### src/rtl/wave_player.sv
// wave_player: plays a contiguous window of samples from the dacboard sample
// memory into the DAC output register, one sample per programmable period.
//
// Ports:
//   clk, rst_n            system clock, asynchronous active-low reset
//   start, stop           single-cycle control requests (stop has priority)
//   cfg_start_addr        first sample address (latched on accepted start)
//   cfg_end_addr          last sample address, inclusive (latched on start)
//   cfg_div               sample period minus one, in clocks (latched on start)
//   rd_en, rd_addr        registered read request to the memory
//   rd_data               memory data, valid the cycle after rd_en
//   dac_data, dac_strobe  current DAC sample and its one-cycle update pulse
//   busy                  playback in progress
//   done                  one-cycle pulse on natural one-shot completion
//
// Build option: define WAVE_PLAYER_LOOP_EN to replay the window endlessly
// until stop; without it playback is one-shot and ends with a done pulse.
//
// state   | meaning
// --------+----------------------------------------------------------
// S_IDLE  | waiting for an accepted start
// S_PRIME | first read of the window is on the memory port
// S_WAIT  | first sample arrives; it is strobed on the next edge
// S_RUN   | divider running, one strobe (and next read) per period

module wave_player #(
  parameter int BITS     = 8,
  parameter int SIZE     = 128,
  parameter int DIV_BITS = 16,
  localparam int AW      = $clog2(SIZE)
) (
  input  logic                clk,
  input  logic                rst_n,
  input  logic                start,
  input  logic                stop,
  input  logic [AW-1:0]       cfg_start_addr,
  input  logic [AW-1:0]       cfg_end_addr,
  input  logic [DIV_BITS-1:0] cfg_div,
  output logic                rd_en,
  output logic [AW-1:0]       rd_addr,
  input  logic [BITS-1:0]     rd_data,
  output logic [BITS-1:0]     dac_data,
  output logic                dac_strobe,
  output logic                busy,
  output logic                done
);

  typedef enum logic [1:0] {S_IDLE, S_PRIME, S_WAIT, S_RUN} state_e;

  state_e              state_q;
  logic [AW-1:0]       end_q;
  logic [AW-1:0]       addr_q;
  logic [DIV_BITS-1:0] div_q;
  logic [DIV_BITS-1:0] cnt_q;
  logic [BITS-1:0]     pf_q;
  logic                pf_vld_q;
  logic                last_q;
  logic                rd_en_q;
  logic [AW-1:0]       rd_addr_q;
  logic [BITS-1:0]     dac_q;
  logic                strobe_q;
  logic                busy_q;
  logic                done_q;
`ifdef WAVE_PLAYER_LOOP_EN
  logic [AW-1:0]       start_q;
`endif

  logic [AW-1:0]       addr_inc_d;
  logic [AW-1:0]       addr_d;
  logic                last_d;
  logic [BITS-1:0]     sample_d;
  logic [DIV_BITS-1:0] div_eff_d;

  always_comb begin
    addr_inc_d = (addr_q == AW'(SIZE - 1)) ? '0 : addr_q + 1'b1;
`ifdef WAVE_PLAYER_LOOP_EN
    addr_d = (addr_q == end_q) ? start_q : addr_inc_d;
    last_d = 1'b0;
`else
    addr_d = addr_inc_d;
    last_d = (addr_q == end_q);
`endif
    // A read issued on the previous tick lands on rd_data this cycle; use it
    // directly so a 2-clock period never waits on the prefetch register.
    sample_d  = pf_vld_q ? rd_data : pf_q;
    div_eff_d = (cfg_div == '0) ? DIV_BITS'(1) : cfg_div;
  end

  // Strobe/read outputs are registered one edge early: the "tick" the
  // divider reaches is the edge that makes dac_strobe and rd_en visible.
  always_ff @(posedge clk or negedge rst_n) begin
    if (!rst_n) begin
      state_q   <= S_IDLE;
      end_q     <= '0;
      addr_q    <= '0;
      div_q     <= '0;
      cnt_q     <= '0;
      pf_q      <= '0;
      pf_vld_q  <= 1'b0;
      last_q    <= 1'b0;
      rd_en_q   <= 1'b0;
      rd_addr_q <= '0;
      dac_q     <= '0;
      strobe_q  <= 1'b0;
      busy_q    <= 1'b0;
      done_q    <= 1'b0;
`ifdef WAVE_PLAYER_LOOP_EN
      start_q   <= '0;
`endif
    end else begin
      strobe_q <= 1'b0;
      done_q   <= 1'b0;
      rd_en_q  <= 1'b0;
      pf_vld_q <= rd_en_q;
      if (pf_vld_q) pf_q <= rd_data;

      if (stop && state_q != S_IDLE) begin
        state_q <= S_IDLE;
        busy_q  <= 1'b0;
      end else begin
        unique case (state_q)
          S_IDLE: begin
            if (start && !stop) begin
`ifdef WAVE_PLAYER_LOOP_EN
              start_q <= cfg_start_addr;
`endif
              end_q     <= cfg_end_addr;
              div_q     <= div_eff_d;
              addr_q    <= cfg_start_addr;
              rd_addr_q <= cfg_start_addr;
              rd_en_q   <= 1'b1;
              last_q    <= 1'b0;
              busy_q    <= 1'b1;
              state_q   <= S_PRIME;
            end
          end
          S_PRIME: state_q <= S_WAIT;
          default: begin
            if (state_q == S_RUN && last_q) begin
              state_q <= S_IDLE;
              busy_q  <= 1'b0;
              done_q  <= 1'b1;
            end else if (state_q == S_WAIT || cnt_q == '0) begin
              state_q  <= S_RUN;
              dac_q    <= sample_d;
              strobe_q <= 1'b1;
              cnt_q    <= div_q;
              last_q   <= last_d;
              if (!last_d) begin
                addr_q    <= addr_d;
                rd_addr_q <= addr_d;
                rd_en_q   <= 1'b1;
              end
            end else begin
              cnt_q <= cnt_q - 1'b1;
            end
          end
        endcase
      end
    end
  end

  assign rd_en      = rd_en_q;
  assign rd_addr    = rd_addr_q;
  assign dac_data   = dac_q;
  assign dac_strobe = strobe_q;
  assign busy       = busy_q;
  assign done       = done_q;

endmodule

### config.mk
export PLATFORM = sky130hd
export DESIGN_NAME = wave_player
export DESIGN_NICKNAME = d
export VERILOG_FILES = /design/src/rtl/wave_player.sv
export SDC_FILE = /design/constraint.sdc
export NUM_CORES = 1
export LEC_CHECK = 0
export CORE_ASPECT_RATIO = 0.6
export CORE_MARGIN = 4
export CORE_UTILIZATION = 35
export CTS_BUF_LIST = sky130_fd_sc_hd__clkbuf_4 sky130_fd_sc_hd__clkbuf_8 sky130_fd_sc_hd__clkbuf_16
export DETAILED_ROUTE_END_ITERATION = 6
export PLACE_DENSITY = 0.54
export SLEW_MARGIN = 5
export SYNTH_ARGS = -nofsm -noshare
export SYNTH_HDL_FRONTEND = slang
export SYNTH_SLANG_ARGS = --single-unit
### constraint.sdc
create_clock -name clk -period 6.5 [get_ports clk]
set_clock_uncertainty 0.1 [all_clocks]
set_input_delay 0.975 -clock clk [delete_from_list [all_inputs] [get_ports clk]]
set_output_delay 0.975 -clock clk [all_outputs]
set_load 0.05 [all_outputs]
==> impl_metrics.toml <==
[critical_path]
crit_fanout = 16
cp-start-kind = "input pin"
arrival_ns = 3.34
crit_type = "input pin to flop"
cp.required_ns = 6.62
cp-end-kind = "flop"

[synthesis]
avgSynthCellArea_sq_um = 11.3
synth_flop_cell = "dfrtp_1"
ys_ff_latch = 70
synth_warnings = 0
yosysUniqueCellTypes = 49
synth_area_sq_um = 3380
synth_cells = 298
ys_seq_area_share_pct = 51.8
async_flop_share_pct = 100
synth_edf_count = 0
synth_nets = 342

[routing]
via_per_inst = 5.25
drtIter0Drc = 125
routed_wl_um = 8360
wl_per_cell_um = 16.9
vias = 2598
dr.pass1.iters = 6
detail-route-antenna-nets = 0
drc_errors = 0

[die]
start_util_pct = 36.4
die_y_um = 84.1
ios = 61
fp-row-count = 27
core_sq_um = 9290
die_w_um = 135
die-area_sq_um = 11300

[pwr]
finalPower_uw = 2010
max-vdd-ir-drop_mv = 0.292
cellPowerDensity_nw_per_um2 = 452
p_leak_uw = 0.00180

[sta]
fmax_mhz = 310
setup-violations-final = 0
holdWs_ns = 0.273
fin_crit_ns = 3.23
worst_pin_slew_ns = 1.16
finalMaxSlewViolations = 0
fin_crit_sh_pct = 49.6
tns_ns = 0
hold_violations = 0
slew_headroom_pct = 22.8
rsz0062_at_grt = "false"

[global_route]
grt_pass1_wl_um = 13900
overflow = 0
grt_pass1_vias = 2564
grt_max_degree = 71
grt_usage_pct = 15.7
antenna_found_initial = 0

[placed_design]
dpl_cell_area_sq_um = 4100
placement.io_buffers = 60
gp_congestion = 0.845
hpwl_um = 5930

[clocking]
cts_root_buffer = "clkbuf_16"
insertion_delay_ns = 0.33
cts.sinks = 70
cts_buffer_depth = 2
cts_hold_buf = 0
ctsResizeCount = 0
cts_tree = "yes"
clk_pin_slew_ns = 0.06
cts_buffers = 9
cts_max_level = 3
postCtsSetupRepairBufs = 0

[finish]
layout.area.seq_sq_um = 1750
final_area_sq_um = 4450
multi_input_area_sq_um = 1550
fillers = 834
drive_gt1_share_pct = 21.6
syn_to_final_growth_pct = 31.6
final_nets = 404
n_antenna_cell = 0

[outcome]
status = "finished clean"

[hold_path]
hp-class = "flop to flop"

[flow_run]
cap_violations = 0
-- metrics by stage --
stage          worst slack (ns)  instances  utilization [%]
5_1_grt                    3.08        495             47.9
2_1_floorplan              4.30        298                -
3_5_place_dp               2.93        479             44.2
6_report                   3.27        495             47.9
4_1_cts                    3.30        495             47.9
3_3_place_gp               3.06        479             44.2
-- power breakdown --
part           internal (uW)  leakage [uW]  switching (uW)  total [uW]
Clock                    384      0.000172             183         568
Sequential               589      0.000841             182         771
Combinational            304      0.000787             370         674
-- cell type report --
cell class | instances | share of cell area [%]
Clock buffer | 10 | 5.37
Clock inverter | 6 | 2.45
Inverter | 6 | 0.506
Multi-Input combinational cell | 210 | 34.8
Sequential cell | 70 | 39.4
Tap cell | 130 | 3.65
Timing Repair Buffer | 63 | 13.9
-- layout by cell type, fill, tap and decap left out, drive strengths merged, types with 4 or more instances in the layout --
cell type / instances
o22ai: 6
nand3: 6
or3: 4
xor2: 7
inv: 6
xnor2: 5
buf: 4
nor4: 9
nand4: 4
mux2: 46
o21ai: 21
dfrtp: 70
clkbuf: 10
a2bb2oi: 4
nor2: 15
clkdlybuf4s50: 59
a21oi: 17
nor3: 9
nand2: 23
-- cells in the mapped netlist, types with 3 or more instances --
cell       number  share of area [%]
a21oi_1        15                2.2
a2bb2oi_1       4                1.0
buf_2           4               0.59
clkbuf_1        5               0.56
dfrtp_1        70                 52
inv_1           6               0.67
mux2_2         46                 15
nand2_1        22                2.4
nand3_1         6               0.89
nand4_1         3               0.56
nor2_1         14                1.6
nor3_1          8                1.2
nor4_1          8                1.5
o21ai_0        21                3.1
o22ai_1         6                1.1
o31ai_1         3               0.67
or3_1           4               0.74
xnor2_1         5                1.3
xor2_1          7                1.8
-- cells by family (layout without fill, tap and decap cells) --
family                   count (synthesis)  in the layout  synth area share, %
adder cells (fa/ha/maj)                  2              2                0.740
AO/OA/AOI/OAI                           63             63                 11.5
flip-flops                              70             70                 51.8
buffers and inverters                   18             85                 2.41
AND/OR/NAND/NOR                         85             85                 14.5
XOR/XNOR                                12             12                 3.11
multiplexers                            48             48                 15.9
-- state kept, by name (all words and copies together), names as in the netlist, 2 cells and up --
signal and flops:
pf_q 8, rd_addr 7, state_q 2, cnt_q 16, div_q 16, end_q 7, dac_data 8
-- critical path: stages --
cell and delay [ns]:
clkdlybuf4s50_1 0.45, inv_1 0.15, nand3_1 0.44, a21oi_2 0.68
a21oi_2 0.28, mux2_2 0.35
-- per-layer routing --
| metal | up-vias | share of wire [%] | track usage (%) |
|---|---|---|---|
| li1 | 1228 | - | - |
| met1 | 1250 | 55 | 25.2 |
| met2 | 105 | 37 | 19.4 |
| met3 | 15 | 6.7 | 5.27 |
| met4 | 0 | 1.3 | 4.44 |
| met5 | - | 0 | 0 |
-- worst paths after layout --
kind	from	end	slack (ns)	depth (start not counted)
min in group asynchronous	rst_n	pf_q[0]$_DFF_PN0_	0.74	2
max	stop	rd_addr[1]$_DFFE_PN0P_	3.27	6
max reg2reg	cnt_q[0]$_DFFE_PN0P_	rd_addr[1]$_DFFE_PN0P_	3.65	7
min	rd_en$_DFF_PN0_	pf_vld_q$_DFF_PN0_	0.27	0
min reg2reg	rd_en$_DFF_PN0_	pf_vld_q$_DFF_PN0_	0.27	0
max in group asynchronous	rst_n	cnt_q[1]$_DFFE_PN0P_	4.98	2
Note: power is estimated with default switching activity, not from simulation.
